$ cat config.mk
export PLATFORM = sky130hd
export DESIGN_NAME = program_loader
export DESIGN_NICKNAME = d
export VERILOG_FILES = /design/src/rtl/program_loader.sv
export SDC_FILE = /design/constraint.sdc
export NUM_CORES = 1
export LEC_CHECK = 0
export CAP_MARGIN = 20
export CORE_UTILIZATION = 50
export CTS_BUF_LIST = sky130_fd_sc_hd__clkbuf_8 sky130_fd_sc_hd__clkbuf_16
export DETAILED_ROUTE_END_ITERATION = 8
export HOLD_SLACK_MARGIN = 0.03
export PLACE_DENSITY = 0.74
export SYNTH_ARGS = -nofsm -noshare
export SYNTH_HDL_FRONTEND = slang
export SYNTH_SLANG_ARGS = --single-unit
export TNS_END_PERCENT = 20
$ cat constraint.sdc
create_clock -name clk -period 3 [get_ports clk]
set_input_delay 0.3 -clock clk [delete_from_list [all_inputs] [get_ports clk]]
set_output_delay 0.3 -clock clk [all_outputs]
set_load 0.01 [all_outputs]
$ cat src/rtl/program_loader.sv
// program_loader
//   Boot-time loader that sits in front of the fetch/decode/execute pipeline.
//   After a start pulse it reads a 4-byte big-endian word count N from the
//   UART RX stream, then assembles N big-endian 32-bit words and writes them
//   to instruction memory starting at word address 0. It reports a running
//   checksum (sum mod 2^32) and raises done when the load completes. It raises
//   err on an oversize header or when the byte stream goes idle for too long.
//
// Ports
//   clk, rst      system clock; synchronous active-high reset
//   start         one-cycle pulse that begins a load (ignored while busy)
//   rx_data       received UART byte
//   rx_valid      one-cycle strobe qualifying rx_data
//   imem_addr     instruction memory word address (holds when imem_we=0)
//   imem_din      instruction word to write (holds when imem_we=0)
//   imem_we       one-cycle write enable
//   busy          high while reading the header or data
//   done          load finished; held until rst or the next start
//   err           load aborted; held until rst or the next start
//   words_loaded  number of words written in the current load
//   checksum      sum mod 2^32 of the words written in the current load
module program_loader #(
  parameter int ADDR_W      = 14,
  parameter int TIMEOUT_CYC = 1000000
) (
  input  logic              clk,
  input  logic              rst,
  input  logic              start,
  input  logic [7:0]        rx_data,
  input  logic              rx_valid,
  output logic [ADDR_W-1:0] imem_addr,
  output logic [31:0]       imem_din,
  output logic              imem_we,
  output logic              busy,
  output logic              done,
  output logic              err,
  output logic [ADDR_W:0]   words_loaded,
  output logic [31:0]       checksum
);

  typedef enum logic [2:0] {S_IDLE, S_HDR, S_DATA, S_DONE, S_ERR} state_t;

  localparam int              TW       = $clog2(TIMEOUT_CYC + 1);
  localparam logic [TW-1:0]   TMO_LAST = TW'(TIMEOUT_CYC - 1);
  localparam logic [TW-1:0]   TMO_ONE  = TW'(1);
  localparam logic [32:0]     CAP      = 33'(1) << ADDR_W;
  localparam logic [ADDR_W:0] WL_ONE   = (ADDR_W+1)'(1);

  state_t            state;
  logic [1:0]        byte_cnt;
  logic [23:0]       shreg;    // first three bytes of the word in progress
  logic [ADDR_W:0]   len_q;    // validated word count, always <= 2**ADDR_W
  logic [TW-1:0]     tmo_cnt;

  // The current byte completes the word combinationally, so the write can
  // be registered on the same edge that samples the 4th byte.
  logic [31:0] word_w;
  logic        byte_last;
  assign word_w    = {shreg, rx_data};
  assign byte_last = (byte_cnt == 2'd3);

  always_ff @(posedge clk) begin
    if (rst) begin
      state        <= S_IDLE;
      byte_cnt     <= '0;
      shreg        <= '0;
      len_q        <= '0;
      tmo_cnt      <= '0;
      imem_addr    <= '0;
      imem_din     <= '0;
      imem_we      <= 1'b0;
      busy         <= 1'b0;
      done         <= 1'b0;
      err          <= 1'b0;
      words_loaded <= '0;
      checksum     <= '0;
    end else begin
      imem_we <= 1'b0;
      case (state)
        S_IDLE, S_DONE, S_ERR: begin
          if (start) begin
            state        <= S_HDR;
            busy         <= 1'b1;
            done         <= 1'b0;
            err          <= 1'b0;
            words_loaded <= '0;
            checksum     <= '0;
            byte_cnt     <= '0;
            tmo_cnt      <= '0;
          end
        end
        S_HDR, S_DATA: begin
          // words_loaded has already absorbed the final write here, so this
          // fires in the write cycle and done appears one cycle later.
          if (state == S_DATA && words_loaded == len_q) begin
            state <= S_DONE;
            busy  <= 1'b0;
            done  <= 1'b1;
          end else if (rx_valid) begin
            // A byte always beats a coincident timeout expiry.
            tmo_cnt  <= '0;
            byte_cnt <= byte_cnt + 2'd1;
            shreg    <= word_w[23:0];
            if (byte_last) begin
              if (state == S_HDR) begin
                if (word_w == 32'd0) begin
                  state <= S_DONE;
                  busy  <= 1'b0;
                  done  <= 1'b1;
                end else if ({1'b0, word_w} > CAP) begin
                  state <= S_ERR;
                  busy  <= 1'b0;
                  err   <= 1'b1;
                end else begin
                  len_q <= word_w[ADDR_W:0];
                  state <= S_DATA;
                end
              end else begin
                imem_we      <= 1'b1;
                imem_din     <= word_w;
                imem_addr    <= words_loaded[ADDR_W-1:0];
                words_loaded <= words_loaded + WL_ONE;
                checksum     <= checksum + word_w;
              end
            end
          end else if (tmo_cnt == TMO_LAST) begin
            // Any partial word is simply dropped.
            state <= S_ERR;
            busy  <= 1'b0;
            err   <= 1'b1;
          end else begin
            tmo_cnt <= tmo_cnt + TMO_ONE;
          end
        end
        default: begin
          state <= S_IDLE;
          busy  <= 1'b0;
        end
      endcase
    end
  end

endmodule

-- Word level (Yosys, flattened, before mapping)
Cells that the tools add are included.
- register bits after elaboration: 161
- bits of input ports: 12
- output and inout port bits: 97
- word-level logic and storage cells: 123
- equality and inequality tests: 26
- magnitude comparators: 1
- $add $sub $neg: 4
- bitwise gates (word level): 7
- reduce and logical (&&, ||, !) cells: 17
- mux-type cells: 55
- operator list (operator ; count):
    $mux W32 ; 5
    $mux W20 ; 4
    $mux W15 ; 5
    $pmux W32 S2 ; 1
    $pmux W20 S2 ; 1
    $add A32 B32 Y32 ; 1
    $gt A32 B15 Y1 const B ; 1
    $logic_not A32 Y1 ; 1
    $ne A3 B3 Y1 const B ; 10
    $pmux W15 S2 ; 1
    $mux W3 ; 8
    $mux W1 ; 22
    $add A20 B1 Y20 const B ; 1
    $eq A20 B20 Y1 const B ; 1
    $add A15 B1 Y15 const B ; 1
    $eq A15 B15 Y1 ; 1
    $ne A4 B4 Y1 const B ; 3
    $reduce_and A4 Y1 ; 3
    $reduce_and A6 Y1 ; 2
    $ne A2 B2 Y1 const B ; 5
    $reduce_and A5 Y1 ; 2
    $reduce_and A8 Y1 ; 1
    $not A1 Y1 ; 7
    $reduce_and A7 Y1 ; 1
    other kinds (17) ; 22

-- Logic depth before layout (Yosys ltp)
Gate-level depths: netlist of the first run.
- depth in word-level cells: 8
- depth in mapped cells: 11
- mapped depth without buffers: 11

-- Least setup slack after synthesis of the first run
Ideal clock, no wire load.
- path kind: flip-flop to flip-flop
- start point: register checksum[0]
- end point: register checksum[16]
- period minus slack after synthesis: 2547 ps
- data arrival time: 2460 ps
- buffers on the path: 0
- data required time: 2913 ps
- stages on the path, launching flop included: 12
- setup slack: 453 ps
- cell sequence: dfxtp_1 -> ha_1 -> inv_1 -> fa_1 -> nor2b_1 -> o211ai_1 -> a21boi_0 -> o2111ai_1 -> a21oi_1 -> o221ai_1 -> and3_1 -> o31ai_1
- cells in the longest elaborated chain, start to end: 6
- ends and longest elaborated chain (item ; line ; RTL):
    start: declaration ; 38 ; output logic [31:0] checksum
    start signal: assignment ; 123 ; checksum <= checksum + word_w;
    $add A32 B32 Y32 ; 123 ;
    $mux W32 ; 105 ; if (state == S_HDR) begin
    $mux W32 ; 104 ; if (byte_last) begin
    $mux W32 ; 99 ; end else if (rx_valid) begin
    $mux W32 ; 95 ; if (state == S_DATA && words_loaded == len_q) begin
    $pmux W32 S2 ; 79 ; case (state)
No other way between the ends. The select of a mux whose other input is x is not followed.
A chain may end at the register's enable or synchronous reset.

-- Final worst setup path of the first run
- start point: register shreg[1]
- end point: register checksum[29]
- cells in the longest elaborated chain, start to end: 6
- ends and longest elaborated chain (item ; line ; RTL):
    start: declaration ; 51 ; logic [23:0] shreg;
    start signal: assignment ; 103 ; shreg <= word_w[23:0];
    $add A32 B32 Y32 ; 123 ;
    $mux W32 ; 105 ;
    $mux W32 ; 104 ;
    $mux W32 ; 99 ;
    $mux W32 ; 95 ;
    $pmux W32 S2 ; 79 ;
No other way between the ends. The select of a mux whose other input is x is not followed.

==> impl_metrics.json, run 1 <==
{
  "start_util": 0.511,
  "p_per_area_nw_per_um2": 506,
  "hold_end": "tmo_cnt[4]$_SDFFE_PP0P_",
  "synth_flop_cell": "dfxtp_1",
  "yosysTopAreaCell": "dfxtp_1",
  "synth_edf_count": 0,
  "grt.total_usage": 0.268,
  "hold_path_startpoint": "rst",
  "antenna_found_initial": 0,
  "syn_to_final_growth_pct": 27.7,
  "gp_congestion": 0.920,
  "regToRegStartpoint": "shreg[1]$_SDFFE_PP0P_",
  "grt_util_met3": 0.0628,
  "grt_most_used_layer": "met2",
  "cts_tree": "yes",
  "cp_max_fo": 6,
  "cts_buffers": 17,
  "syn_nets": 1021,
  "critPathArrivalTime_ns": 3.08,
  "ys_seq_elements": 161,
  "run_status": "completed",
  "cap_violations": 0,
  "finalCriticalPeriod_ns": 2.76,
  "hold_path.class": "input pin to flip-flop",
  "rsz0062_at_grt": "no",
  "synth_top_family_by_area": "simple AND/OR/NAND/NOR gates",
  "yosysUniqueCellTypes": 67,
  "whs_ns": 0.288,
  "drive_gt1_frac": 0.0967,
  "drc": 0,
  "setup_violations": 0,
  "synth_compound_area_frac": 0.162,
  "synthCells": 974,
  "tightest_slew_ns": 0.837,
  "diodes": 0,
  "setup.worst_path.class": "flip-flop to flip-flop",
  "core_um2": 15900,
  "worstRegToRegCells": 9,
  "relSlewSlack": 0.442,
  "seq_area_frac_synth": 0.397,
  "required_ns": 3.32,
  "num_vias": 7340,
  "synth_simple_gate_area_frac": 0.228,
  "vias_per_cell": 5.51,
  "synthArstFlopShare": 0,
  "tns_ns": 0,
  "yosys-top-cells-count": "dfxtp_1 (161), nand2_1 (150), nor2_1 (119), a21oi_1 (99), xor2_1 (47)",
  "rows": 46,
  "drt_iter0_drc": 462,
  "fill_cells": 1390,
  "synthMostInstantiatedCell": "dfxtp_1",
  "ir_drop_mv": 0.439,
  "dp_hpwl_um": 15400,
  "ff_latch_area_um2": 3220,
  "leakage_nw": 4.22,
  "cp-end-kind": "flip-flop",
  "holdPathStages": 2,
  "clock-root-buffer": "clkbuf_16",
  "netlist_area_um2": 8110,
  "reg2reg_to": "checksum[29]$_SDFFE_PP0P_",
  "io_pins": 109,
  "fin_skew_ns": 0.00932,
  "synthMuxAreaShare": 0.0530,
  "drtAntennaViolNets": 0,
  "synth_top_area_frac": 0.397,
  "nNetsFinal": 1151,
  "clk_pin_slew_ns": 0.07,
  "yosys-top-cells-area": "dfxtp_1 (40%), nand2_1 (6.9%), a21oi_1 (6.1%), nor2_1 (5.5%), mux2i_1 (5.3%)",
  "grt_pass1_vias": 6900,
  "synthAdderAreaFrac": 0.0549,
  "clk_latency_ns": 0.43,
  "max_freq_ghz": 0.362,
  "die_h_um": 129,
  "dr.pass1.iters": 5,
  "cts.sinks": 161,
  "period_share": 0.921,
  "die_x_um": 129,
  "wl_um": 21600,
  "avgSynthCellArea_um2": 8.33,
  "use_met2": 0.426,
  "die_area_um2": 16700,
  "grt_pass1_wl_um": 35100,
  "slew_violations": 0,
  "yosysWarnings": 0,
  "rrSetupSlack_ns": 0.24,
  "detail_route.wl_per_cell_um": 16.2,
  "grt_use_met1": 0.361,
  "io_buffer_count": 108,
  "multi_input_area_um2": 4610,
  "synth_xor_area_frac": 0.0691,
  "cts_buffer_depth": 2,
  "hold_viol": 0,
  "ctsHtreeMaxLevel": 4,
  "grt_max_degree": 81,
  "overflow": 0,
  "start_kind": "flip-flop"
}
## cells in the final DEF (no fill, tap or decap), drive strengths merged, types with 10 or more instances in the layout
cell,instances
ha,34
a21oi,99
o21ai,33
nand3,27
nand4,15
xor2,47
mux2i,43
a22oi,14
nor4,13
buf,53
dfxtp,161
nor2,121
and3,14
a21o,16
nand2,152
clkdlybuf4s50,107
clkbuf,21
a31oi,10
inv,15
nor3,15
xnor2,17
## sequential cells by signal (all words and copies together) (netlist names)
signal,flops
checksum,32
byte_cnt,2
state,3
imem_addr,14
tmo_cnt,20
shreg,24
words_loaded,15
imem_din,32
imem_we,1
err,1
len_q,15
done,1
busy,1
## routing by layer
metal / vias to the layer above / share of wire
met4: 0 / 0.012
met5: - / 0
met2: 217 / 0.46
met1: 3408 / 0.47
met3: 23 / 0.056
li1: 3692 / -
## critical path: stages, from the launching register on
cell	delay, ns
dfxtp_1	0.48
ha_1	0.35
a21oi_2	0.20
a21boi_0	0.13
a211o_1	0.33
a41o_1	0.35
a311o_1	0.38
a31oi_1	0.19
xor2_1	0.15
o21ai_0	0.08
## kinds of logic (layout without fill, tap and decap cells)
family / count (synthesis) / count (layout)
flip-flops: 161 / 161
AO/OA/AOI/OAI: 212 / 212
multiplexers: 43 / 43
buffers and inverters: 63 / 206
AND/OR/NAND/NOR: 396 / 396
adder cells (fa/ha/maj): 35 / 35
XOR/XNOR: 64 / 64
## through the flow
step                      utilization  std cells  setup slack [ns]  instance area (um^2)  power [W]
after CTS                       0.652       1333             0.206                 10400    0.00526
final                           0.652       1333             0.237                 10400    0.00524
after floorplan                     -        974             0.453                  8110    0.00256
after global placement          0.608       1301           -0.0455                  9650    0.00271
after detailed placement        0.608       1301            -0.143                  9650    0.00272
after global routing            0.652       1333            0.0535                 10400    0.00541
## timing repair
| action | in CTS | in global routing |
|---|---|---|
| hold buffers | 0 | 0 |
| buffers inserted | 0 | 0 |
| setup endpoints to repair | 0 | 2 |
| gates resized for setup | 0 | 1 |
| hold endpoints to repair | 0 | 0 |
## how the worst max path moves through the flow
stage	endpoint	slack, ns	from
floorplan	checksum[16]$_SDFFE_PP0P_	0.45	checksum[0]$_SDFFE_PP0P_
global placement	checksum[29]$_SDFFE_PP0P_	-0.05	rx_data[4]
detailed placement	checksum[16]$_SDFFE_PP0P_	-0.14	rx_data[0]
CTS	checksum[29]$_SDFFE_PP0P_	0.21	shreg[1]$_SDFFE_PP0P_
global route	checksum[16]$_SDFFE_PP0P_	0.05	checksum[0]$_SDFFE_PP0P_
finish	checksum[29]$_SDFFE_PP0P_	0.24	shreg[1]$_SDFFE_PP0P_
## final cells by class
class	count	area share
Multi-Input combinational cell	750	0.444
Sequential cell	161	0.311
Timing Repair Buffer	160	0.145
Clock buffer	21	0.0464
Tap cell	216	0.0261
Clock inverter	11	0.0216
Inverter	14	0.00507
## report_power, final
group	internal (W)	leakage, nW	switching [W]
clock network	0.00166	0.344	0.000906
registers	0.00216	1.30	0.0000288
logic	0.000185	2.58	0.000301
total	0.00400	4.22	0.00124
Note: power is estimated with default switching activity, not from simulation.
==> inputs of run 2 (changes only) <==
- ABC_CLOCK_PERIOD_IN_PS: default -> 3000
- GPL_TIMING_DRIVEN: default -> 0
==> run 2 against run 1 <==
  * Clock power is 17% lower
  * Final cell count hardly changed
  * Global-route usage is 0.10 points higher
  * Sequential power hardly changed
  * Final area is 2.6% lower
  * Via count is 0.68% higher
  * Sequential share of layout area is 0.84 points higher
  * Die area stayed put
  * Register-to-register slack worse by 0.18 ns
  * Count of clock-buffer cells in the layout is 2 lower
  * Critical path type unchanged
  * Critical endpoint is now checksum[30]$_SDFFE_PP0P_
==> impl_metrics.json, run 2 (synthesis gave the netlist of run 1 again) <==
{
  "io_pins": 109,
  "p_per_area_nw_per_um2": 475,
  "clock-root-buffer": "clkbuf_16",
  "fin_skew_ns": 0.0108,
  "grt_max_degree": 17,
  "netSwitchingPower_w": 0.00127,
  "fin_area_um2": 10100,
  "run_status": "completed",
  "grt_pass1_vias": 6723,
  "cts.sinks": 161,
  "clk_latency_ns": 0.44,
  "drt_iter0_drc": 502,
  "max_freq_ghz": 0.339,
  "die_area_um2": 16700,
  "final_common_cell": "dfxtp_1",
  "finalCriticalPeriod_ns": 2.95,
  "cap_violations": 0,
  "ir_drop_mv": 0.435,
  "largestRegisters": "checksum (32), imem_din (32), shreg (24)",
  "reg2reg_to": "checksum[30]$_SDFFE_PP0P_",
  "endpoint": "checksum[30]$_SDFFE_PP0P_",
  "grt_pass1_wl_um": 34700,
  "clkPwrFrac": 0.444,
  "clk_pin_slew_ns": 0.07,
  "slew_violations": 0,
  "cp-end-kind": "flip-flop",
  "startpoint": "words_loaded[4]$_SDFFE_PP0P_",
  "cts_buffer_depth": 2,
  "syn_to_final_growth_pct": 24.3,
  "diodes": 0,
  "hold_viol": 0,
  "drtAntennaViolNets": 0,
  "ctsHtreeMaxLevel": 4,
  "wl_um": 22400,
  "p_sw_frac": 0.266,
  "start_util": 0.511,
  "intPower_w": 0.00352,
  "layout_common_cells": "dfxtp_1 (161), nand2_1 (150), nor2_1 (119)",
  "core_um2": 15900,
  "rrSetupSlack_ns": 0.05,
  "rows": 46,
  "setup_violations": 0,
  "dpl.cell_count": 1296,
  "layout.cells.non_filler": 1334,
  "antenna_found_initial": 0,
  "required_ns": 3.32,
  "critPathArrivalTime_ns": 3.26,
  "comb_power_share": 0.098,
  "holdPathStages": 3,
  "die_h_um": 129,
  "setup.worst_path.class": "flip-flop to flip-flop",
  "vias_per_cell": 5.54,
  "cts_tree": "yes",
  "relSlewSlack": 0.545,
  "cp_max_fo": 9,
  "tightest_slew_ns": 0.683,
  "dr.pass1.iters": 6,
  "period_share": 0.982,
  "hold_path.class": "input pin to flip-flop",
  "gp_congestion": 0.921,
  "dp_hpwl_um": 16100,
  "fill_cells": 1415,
  "num_vias": 7390,
  "die_x_um": 129,
  "cts_buffers": 17,
  "start_kind": "flip-flop",
  "dpl-instance-area_um2": 9450,
  "nNetsFinal": 1152,
  "regToRegStartpoint": "words_loaded[4]$_SDFFE_PP0P_",
  "io_buffer_count": 106,
  "grt.total_usage": 0.269,
  "drive_gt1_frac": 0.0689,
  "seqPwrFrac": 0.457,
  "drc": 0,
  "overflow": 0,
  "rsz0062_at_grt": "yes",
  "leakage_nw": 4.03,
  "detail_route.wl_per_cell_um": 16.8,
  "worstRegToRegCells": 10
}
-- run 2: worst min-delay path by stage --
stage | slack (ns) | start | to
4_1_cts | 0.32 | rx_valid | tmo_cnt[11]$_SDFFE_PP0P_
6_report | 0.26 | rx_data[4] | imem_din[4]$_SDFFE_PP0P_
3_3_place_gp | 0.44 | imem_din[5]$_SDFFE_PP0P_ | imem_din[5]$_SDFFE_PP0P_
3_5_place_dp | 0.45 | imem_din[5]$_SDFFE_PP0P_ | imem_din[5]$_SDFFE_PP0P_
5_1_grt | 0.26 | rx_data[4] | imem_din[4]$_SDFFE_PP0P_
2_1_floorplan | 0.44 | rx_data[0] | imem_din[0]$_SDFFE_PP0P_
-- run 2: timing repair --
item | in CTS | in global routing
hold buffers | 0 | 0
resized for setup | 2 | 9
endpoints found under the setup margin | 7 | 52
pin swaps | 0 | 1
hold endpoints to repair | 0 | 0
setup buffers | 0 | 6
-- run 2: worst max-delay path, cell delays in order, from the launching register on --
cell	delay, ns
dfxtp_1	0.54
xor2_1	0.13
nor4_1	0.34
nand4_2	0.30
and3b_1	0.26
clkbuf_1	0.31
nand2_2	0.31
inv_1	0.21
and3_1	0.21
mux2i_1	0.12
nand3_1	0.08
-- run 2: layout make-up --
type,instances,area [um^2],area share
plain buffers,49,239,0.0237
clock buffers,19,453,0.0449
clock inverters,13,125,0.0124
inverters,14,52.6,0.00521
multi-input cells,750,4620,0.458
flip-flops and latches,161,3220,0.319
well taps,216,270,0.0268
repair buffers,112,1110,0.110
-- run 2: layer usage --
layer	up-vias	wire, um	part of all wire	GRT usage
met5	-	0	0	0
met3	27	1080	0.048	0.0553
met2	194	10600	0.47	0.438
li1	3668	-	-	-
met1	3501	10400	0.46	0.361
met4	0	327	0.015	0.0761
-- run 2: stage by stage --
stage	setup slack, ns	setup TNS [ns]	power, W	hold slack [ns]	util
floorplan	0.453	0	0.00256	0.436	-
global placement	-0.657	-10.85	0.00270	0.443	0.595
detailed placement	-0.672	-11.36	0.00270	0.448	0.595
CTS	0.0101	0	0.00479	0.324	0.631
global route	-0.0981	-0.573	0.00495	0.256	0.635
finish	0.0532	0	0.00479	0.264	0.635
-- run 2: power by group through the flow --
stage | combinational, W | clock, W | sequential, W
floorplan | 0.000330 | 0 | 0.00223
global placement | 0.000457 | 0 | 0.00224
detailed placement | 0.000461 | 0 | 0.00224
CTS | 0.000463 | 0.00214 | 0.00219
global route | 0.000511 | 0.00225 | 0.00219
finish | 0.000470 | 0.00213 | 0.00219
==> inputs of run 3 (changes only) <==
- CORE_ASPECT_RATIO: default -> 0.9
==> run 3 against run 2 <==
  * Combinational power down 1%
  * First-iteration DRC count up 6.6%
  * Maximum frequency up 0.83%
  * Global-route usage down 0.49 points
  * Clock power up 5%
  * Clock skew down 0.0035 ns
  * Core utilization up 1.1 points
  * Final cell count down 1.3%
  * Sequential share of layout area down 0.063 points
  * Largest cell class unchanged
==> impl_metrics.json, run 3 (synthesis gave the netlist of run 1 again) <==
{
  "slew_violations": 0,
  "drc": 0,
  "wl_um": 21800,
  "period_share": 0.974,
  "cts_tree": "yes",
  "run_status": "completed",
  "crit_family": "compound AO/OA/AOI/OAI gates",
  "diodes": 0,
  "detail_route.wl_per_cell_um": 16.5,
  "clock-root-buffer": "clkbuf_16",
  "relSlewSlack": 0.517,
  "rsz0062_at_grt": "no",
  "cts.sinks": 161,
  "layout_common_cells": "dfxtp_1 (161), nand2_1 (150), nor2_1 (119)",
  "dr.pass1.iters": 5,
  "cp-end-kind": "flip-flop",
  "vias_per_cell": 5.61,
  "ctsHtreeMaxLevel": 4,
  "drive_gt1_frac": 0.0691,
  "drtAntennaViolNets": 0,
  "antenna_found_initial": 0,
  "num_vias": 7382,
  "syn_to_final_growth_pct": 24.6,
  "setup_ws_ns": 0.0775,
  "leakage_nw": 4.07,
  "cts_buffers": 17,
  "io_pins": 109,
  "required_ns": 3.30,
  "die_area_um2": 16700,
  "intPower_w": 0.00364,
  "critPathMaxStageDelay_ns": 0.56,
  "gp_congestion": 0.940,
  "die_x_um": 136,
  "rows": 43,
  "crit_chain": "clkdlybuf4s50_1 > ha_1 > a21oi_1 > o211ai_1 > a211o_1 > a41o_1 > a311o_1 > a31oi_1 > xor2_1 > o21ai_0",
  "critical_path_buf_inv_count": 1,
  "fin_skew_ns": 0.00727,
  "cts_buffer_depth": 2,
  "place_ws_ns": -0.512,
  "dp_hpwl_um": 15500,
  "hold_buffers": 0,
  "regToRegStartpoint": "shreg[1]$_SDFFE_PP0P_",
  "grt_max_degree": 17,
  "startpoint": "rx_data[3]",
  "tightest_slew_ns": 0.724,
  "overflow": 0,
  "io_buffer_count": 106,
  "clk_pin_slew_ns": 0.07,
  "nNetsFinal": 1149,
  "start_kind": "input pin",
  "p_per_area_nw_per_um2": 483,
  "largestRegisters": "checksum (32), imem_din (32), shreg (24)",
  "setup_violations": 0,
  "cap_violations": 0,
  "finalCriticalPeriod_ns": 2.92,
  "clk_latency_ns": 0.43,
  "critPathArrivalTime_ns": 3.22,
  "comb_power_share": 0.095,
  "core_um2": 15700,
  "start_util": 0.518,
  "clkPwrFrac": 0.456,
  "grt_pass1_wl_um": 34500,
  "die_h_um": 123,
  "netSwitchingPower_w": 0.00124,
  "whs_ns": 0.274,
  "cp_max_fo": 6,
  "setup.worst_path.class": "input pin to flip-flop",
  "hold_path_startpoint": "rx_data[0]",
  "grt_pass1_vias": 6680,
  "final_common_cell": "dfxtp_1",
  "p_sw_frac": 0.254,
  "slowest_stage": "clkdlybuf4s50_1",
  "total_power_w": 0.00488,
  "grt.total_usage": 0.264,
  "ir_drop_mv": 0.423,
  "seqPwrFrac": 0.449,
  "hold_viol": 0,
  "drt_iter0_drc": 535,
  "hold_path.class": "input pin to flip-flop",
  "max_freq_ghz": 0.342
}
-- run 3: cell count changes in the layout (fill, tap and decap cells not counted), moves of 2 or more --
cell	change
clkbuf_8	+2
inv_6	-2
clkinvlp_4	-4
buf_4	-3
clkinv_2	+2
-- run 3: worst paths after layout --
kind | cells past startpoint | slack [ns] | end
worst max register to register | 9 | 0.16 | checksum[29]$_SDFFE_PP0P_
worst max-delay path | 10 | 0.08 | checksum[29]$_SDFFE_PP0P_
worst min register to register | 2 | 0.45 | imem_din[17]$_SDFFE_PP0P_
worst min-delay path | 3 | 0.27 | imem_din[0]$_SDFFE_PP0P_
-- run 3: worst register-to-register path: cells and delay by family (launching register included) --
family	cells	cell delay, ns
AO/OA/AOI/OAI	7	1.79
adder cells (fa/ha/maj)	1	0.35
flip-flops	1	0.46
XOR/XNOR	1	0.15
-- run 3: power by group through the flow --
stage / logic, W / clock network (W) / registers (W)
after floorplan: 0.000330 / 0 / 0.00223
after global placement: 0.000451 / 0 / 0.00224
after detailed placement: 0.000454 / 0 / 0.00224
after CTS: 0.000458 / 0.00225 / 0.00219
after global routing: 0.000511 / 0.00234 / 0.00219
final: 0.000465 / 0.00223 / 0.00219
-- run 3: routing by layer --
metal / vias to the layer above / global-route usage / part of all wire
li1: 3672 / - / -
met1: 3467 / 0.380 / 0.49
met2: 218 / 0.396 / 0.45
met3: 25 / 0.0558 / 0.052
met4: 0 / 0.0764 / 0.015
met5: - / 0 / 0
-- run 3: layout make-up --
class | instances | area (um^2)
flip-flops and latches | 161 | 3220
plain buffers | 48 | 240
multi-input cells | 750 | 4630
clock buffers | 21 | 480
inverters | 14 | 52.6
clock inverters | 11 | 126
well taps | 202 | 253
repair buffers | 110 | 1100
fillers | 1357 | 5550
-- run 3: per-stage QoR --
stage	TNS, ns	utilization	instance area (um^2)	std cells
after floorplan	0	-	8110	974
after global placement	-6.85	0.602	9430	1282
after detailed placement	-7.35	0.602	9430	1282
after CTS	0	0.642	10100	1314
after global routing	0	0.646	10100	1317
final	0	0.646	10100	1317
-- run 3: timing repair --
item,4_1_cts,5_1_grt
endpoints found under the setup margin,3,50
setup buffers,0,4
pin swaps,0,3
resized for setup,3,12
